[config.mk]
export PLATFORM = sky130hd
export DESIGN_NAME = add8_arbiter
export DESIGN_NICKNAME = d
export VERILOG_FILES = /design/src/rtl/add8_arb_pkg.sv /design/src/rtl/add8_arbiter_cla8.sv /design/src/rtl/add8_arbiter.sv
export SDC_FILE = /design/constraint.sdc
export NUM_CORES = 1
export LEC_CHECK = 0
export CAP_MARGIN = 20
export CORE_MARGIN = 1.5
export CORE_UTILIZATION = 53
export CTS_BUF_LIST = sky130_fd_sc_hd__clkbuf_4
export DETAILED_ROUTE_END_ITERATION = 8
export PLACE_DENSITY = 0.95
export SLEW_MARGIN = 20
export SYNTH_ARGS = -nofsm -noshare
export SYNTH_HDL_FRONTEND = slang
export SYNTH_HIERARCHICAL = 1
export SYNTH_SLANG_ARGS = --single-unit
[constraint.sdc]
create_clock -name clk -period 7.83 [get_ports clk]
set_input_delay 1.566 -clock clk [delete_from_list [all_inputs] [get_ports clk]]
set_output_delay 1.566 -clock clk [all_outputs]
set_load 0.01 [all_outputs]
[src/rtl/add8_arb_pkg.sv]
// Shared constants for the two-client adder scheduler: FSM encodings, tie-pointer
// reset value and the round-robin pick rule.
package add8_arb_pkg;

    localparam logic [1:0] ST_IDLE  = 2'b00;
    localparam logic [1:0] ST_EXEC  = 2'b01;
    localparam logic [1:0] ST_DONE  = 2'b10;

    // Pointer names the client served last; starting at 1 lets client 0 win the first tie.
    localparam logic       LAST_RST = 1'b1;

    function automatic logic rr_pick1(input logic req0, input logic req1, input logic last);
        return req1 && (!req0 || !last);
    endfunction

endpackage

[src/rtl/add8_arbiter_cla8.sv]
// 8-bit adder built from two chained 4-bit carry look-ahead blocks.
// Purely combinational.
module cla8
    import add8_arb_pkg::*;
(
    input  logic [7:0] i_a,
    input  logic [7:0] i_b,
    input  logic       i_ci,
    output logic [7:0] o_s,
    output logic       o_co
);

    logic [7:0] w_g;
    logic [7:0] w_p;
    logic [4:0] w_lo;
    logic [4:0] w_hi;

    // Returns {carry_out, sum[3:0]} of one look-ahead block.
    function automatic logic [4:0] cla4(input logic [3:0] g, input logic [3:0] p, input logic c0);
        logic c1, c2, c3, c4;
        c1 = g[0] | (p[0] & c0);
        c2 = g[1] | (p[1] & g[0]) | (p[1] & p[0] & c0);
        c3 = g[2] | (p[2] & g[1]) | (p[2] & p[1] & g[0]) | (p[2] & p[1] & p[0] & c0);
        c4 = g[3] | (p[3] & g[2]) | (p[3] & p[2] & g[1]) | (p[3] & p[2] & p[1] & g[0])
           | (p[3] & p[2] & p[1] & p[0] & c0);
        return {c4, p ^ {c3, c2, c1, c0}};
    endfunction

    assign w_g  = i_a & i_b;
    assign w_p  = i_a ^ i_b;
    assign w_lo = cla4(w_g[3:0], w_p[3:0], i_ci);
    assign w_hi = cla4(w_g[7:4], w_p[7:4], w_lo[4]);

    assign o_s  = {w_hi[3:0], w_lo[3:0]};
    assign o_co = w_hi[4];

endmodule

[src/rtl/add8_arbiter.sv]
// Round-robin scheduler letting two clients share one cla8; result is held until acked.
//   state | meaning
//   IDLE  | waiting for a request; grant issued combinationally, operands latched at edge
//   EXEC  | cla8 working on latched operands; sum/carry registered at edge
//   DONE  | result valid on s/co/id; leaves on ack
module add8_arbiter
    import add8_arb_pkg::*;
(
    input  logic       clk,
    input  logic       reset_n,
    input  logic       req0,
    input  logic       req1,
    input  logic [7:0] a0,
    input  logic [7:0] b0,
    input  logic       ci0,
    input  logic [7:0] a1,
    input  logic [7:0] b1,
    input  logic       ci1,
    input  logic       ack,
    output logic       gnt0,
    output logic       gnt1,
    output logic [7:0] s,
    output logic       co,
    output logic       id,
    output logic       done
);

    logic [1:0] r_state;
    logic       r_last;
    logic [7:0] r_a;
    logic [7:0] r_b;
    logic       r_ci;
    logic       r_own;
    logic [7:0] r_s;
    logic       r_co;
    logic       r_id;

    logic       w_idle;
    logic       w_pick1;
    logic [7:0] w_sum;
    logic       w_co;

    // Gating with reset_n keeps grants low while reset is held, even with requests up.
    assign w_idle  = (r_state == ST_IDLE) && reset_n;
    assign w_pick1 = rr_pick1(req0, req1, r_last);
    assign gnt1    = w_idle && w_pick1;
    assign gnt0    = w_idle && req0 && !w_pick1;

    cla8 u_cla8 (
        .i_a  (r_a),
        .i_b  (r_b),
        .i_ci (r_ci),
        .o_s  (w_sum),
        .o_co (w_co)
    );

    always_ff @(posedge clk or negedge reset_n) begin
        if (!reset_n) begin
            r_state <= ST_IDLE;
            r_last  <= LAST_RST;
            r_a     <= '0;
            r_b     <= '0;
            r_ci    <= 1'b0;
            r_own   <= 1'b0;
            r_s     <= '0;
            r_co    <= 1'b0;
            r_id    <= 1'b0;
        end else begin
            case (r_state)
                ST_IDLE: begin
                    if (gnt0 || gnt1) begin
                        r_a     <= gnt1 ? a1 : a0;
                        r_b     <= gnt1 ? b1 : b0;
                        r_ci    <= gnt1 ? ci1 : ci0;
                        r_own   <= gnt1;
                        r_last  <= gnt1;
                        r_state <= ST_EXEC;
                    end
                end
                ST_EXEC: begin
                    r_s     <= w_sum;
                    r_co    <= w_co;
                    r_id    <= r_own;
                    r_state <= ST_DONE;
                end
                ST_DONE: begin
                    if (ack) begin
                        r_state <= ST_IDLE;
                    end
                end
                default: r_state <= ST_IDLE;
            endcase
        end
    end

    assign s    = r_s;
    assign co   = r_co;
    assign id   = r_id;
    assign done = (r_state == ST_DONE);

endmodule
==> out/results.ini <==
[timing]
setup_viol_count_final = 0
timing.max_slew.rel_slack_pct = 50.72
setup_tns_ns = 0
max_freq_ghz = 0.1855
clock_skew_ns = 0.009922
fin_crit_ns = 5.390
worstMarginPinSlew_ns = 0.7349
setup_slack_ns = 2.440
final_hold_viol_count = 0
fin_crit_sh_pct = 68.83
grt_setup_unrepaired = no
finalMaxSlewViolations = 0

[setup_path]
critical_path.max_fanout = 33
max_stage_delay_ns = 0.62
end_kind = output port
crit_buf_inv = 3
crit_top_cell = clkdlybuf4s50_1
crit_type = in -> out
worstPathArrival_ns = 3.82
critPathTopFamily = buffers and inverters
crit_slowest_cell = or3b_1
start_kind = primary input
required_ns = 6.26
cp_cell_sequence = clkdlybuf4s50_1, buf_4, or3b_1, nor2_1, clkdlybuf4s50_1

[floorplanning]
num_rows = 20
num_io_pins = 52
fp.dieH_um = 60.72
dieWidth_um = 60.72
fp.coreArea_um2 = 3103
dieArea_um2 = 3686
initial_core_util_pct = 56.90

[synthesis]
synth.avg_cell_area_um2 = 10.09
netlist.area_leader.share_pct = 42.52
synth_area_um2 = 1765
synthCells = 175
synth_edf_count = 0
syn_nets = 224
async_reset_ff_share_pct = 100.0
synth_cell_types = 36
synthTopCellsByArea = dfrtp_1 (43%), a31oi_1 (6.4%), mux2_2 (6.4%)
synth_top_area_cell = dfrtp_1
ys.flop_type = dfrtp_1
yosys_warnings = 6
yosysSeqAreaShare_pct = 44.01
ys_ff_latch = 31

[clocking]
clk-insertion-delay-late_ns = 0.33
cts_resized = 0
cts_buffers = 5
cts_setup_buffers = 0
clock-sinks = 31
cts_tree = done
h-tree-depth = 2
clock_path_buffers = 2
path_clk_slew_ns = 0.08
root_buffer = clkbuf_4
ctsHoldBuffers = 0

[placement]
placed_area_um2 = 2257
dp_hpwl_mm = 2.887
pre_cts_ws_ns = 2.427
portBuffers = 51
place_congestion = 0.8045
dpl.cell_count = 259

[power]
pwr-share-seq_pct = 34.9
powerDensity_nw_per_um2 = 352.3
ir_drop_v = 0.0001520
total_leakage_power_uw = 0.0009407
p_int_uw = 508.2
p_sw_share_pct = 37.55
p_clk_share_pct = 11.0
comb_power_share_pct = 54.1
switching_power_uw = 305.5

[cells_and_area]
final_cells = 267
finish.instance_area_um2 = 2310
n_antenna_cell = 0
drive_above_1_share_pct = 11.21
area_delta_synth_final_pct = 30.83
postLayoutCoreUtil_pct = 74.44
final_nets = 271

[grt]
grt_pass1_wl_mm = 6.762
grt_max_degree = 38
grt_util_all_layers_pct = 25.28
grt_pass1_vias = 1507
grt_overflow = 0
grt_antenna_before_repair = 0

[outcome]
outcome = finished, final reports clean

[routing]
drtAntennaViolNets = 0
routed_via_density = 5.783
route.vias.total = 1544
dr.pass1.iters = 4
drc = 0
routed_wl_mm = 3.916
drtIter0Drc = 85
drt-wirelength-per-cell_um = 14.67

[run]
maxCapViolCount = 0

[hold_path]
holdCritPathClass = reg -> reg

## synthesized netlist by cell type (all sizes together), types with 2 or more instances
cell,count
a21o,3
a21oi,20
a31oi,18
and3,2
buf,11
clkbuf,2
dfrtp,30
fa,2
ha,8
inv,7
mux2,10
nand2b,2
nand3,17
nor2,2
o21a,2
o21ai,19
or2,3
xnor2,3
xor2,2
## metal layers
layer  vias to the layer above  track usage, %  wire, µm
met5                         -               0         0
met4                         0           11.18       114
met3                        12           6.183       218
met2                        57           41.01      1909
met1                       737           32.19      1674
li1                        738               -         -
## metrics by stage
step,hold slack (ns),total power [µW]
after floorplan,0.4458,585.7
after global placement,0.4633,702.1
after detailed placement,0.4793,723.6
after CTS,0.4992,816.5
after global routing,0.5159,883.7
final,0.4892,813.7
## logic make-up after synthesis
family	Yosys count	synth area share, %
AOI/OAI and AO/OA	68	22.68
muxes	10	6.379
buffers and inverters	20	6.804
xor gates and xnor gates	5	2.481
DFF	31	44.01
adders and majority gates	10	7.938
and+or+nand+nor	31	9.710
## worst reg2reg max path, stage by stage (launching register included)
cell     delay [ns]
dfrtp_1        0.41
ha_1           0.36
and3_1         0.21
a221o_1        0.37
or2_2          0.31
fa_1           0.44
xor2_1         0.17
mux2_2         0.26
## layout by cell type, fill, tap and decap left out, types with 2 or more instances in the layout
master / n
xor2_1: 2
clkinv_1: 2
and3_1: 2
clkdlybuf4s50_1: 51
xnor2_1: 3
o21a_1: 2
dfrtp_1: 30
or2_2: 2
o21ai_0: 18
mux2_2: 10
fa_1: 2
nand2b_1: 2
ha_1: 8
a21oi_1: 20
buf_4: 2
inv_1: 7
nor2_1: 2
a31oi_1: 18
a21o_1: 3
nand3_1: 17
clkbuf_4: 6
## state kept, by name, indices dropped and copies added, names as in the netlist
register	count
s	8
co	1
r_ci	1
r_own	1
r_last	1
r_state	2
r_b	8
r_a	8
id	1
## area by class of cell
class                           instances  area, µm²
Inverter                                7      26.28
Multi-Input combinational cell        124      873.3
Clock inverter                          2      7.507
Clock buffer                            6      45.04
Fill cell                             239      793.3
Tap cell                               44      55.05
Timing Repair Buffer                   53      525.5
Sequential cell                        31      777.0
## power by group through the flow
stage | Sequential, µW | Combinational (µW) | Clock, µW
after global routing | 294 | 487 | 102
after global placement | 283 | 419 | 0
after detailed placement | 286 | 437 | 0
after CTS | 284 | 440 | 93.3
after floorplan | 288 | 298 | 0
final | 284 | 440 | 89.5
## final timing paths
kind	from	end	slack, ns	cells past startpoint
min in group asynchronous	reset_n	s[0]	1.62	2
hold / removal	r_own	r_own	0.49	1
max in group asynchronous	reset_n	r_last	5.87	2
setup reg to reg	r_a[2]	s[5]	5.20	7
setup / recovery	reset_n	gnt1	2.44	5
hold reg to reg	r_own	r_own	0.49	1
No activity file was read; power rests on OpenSTA's default activity.
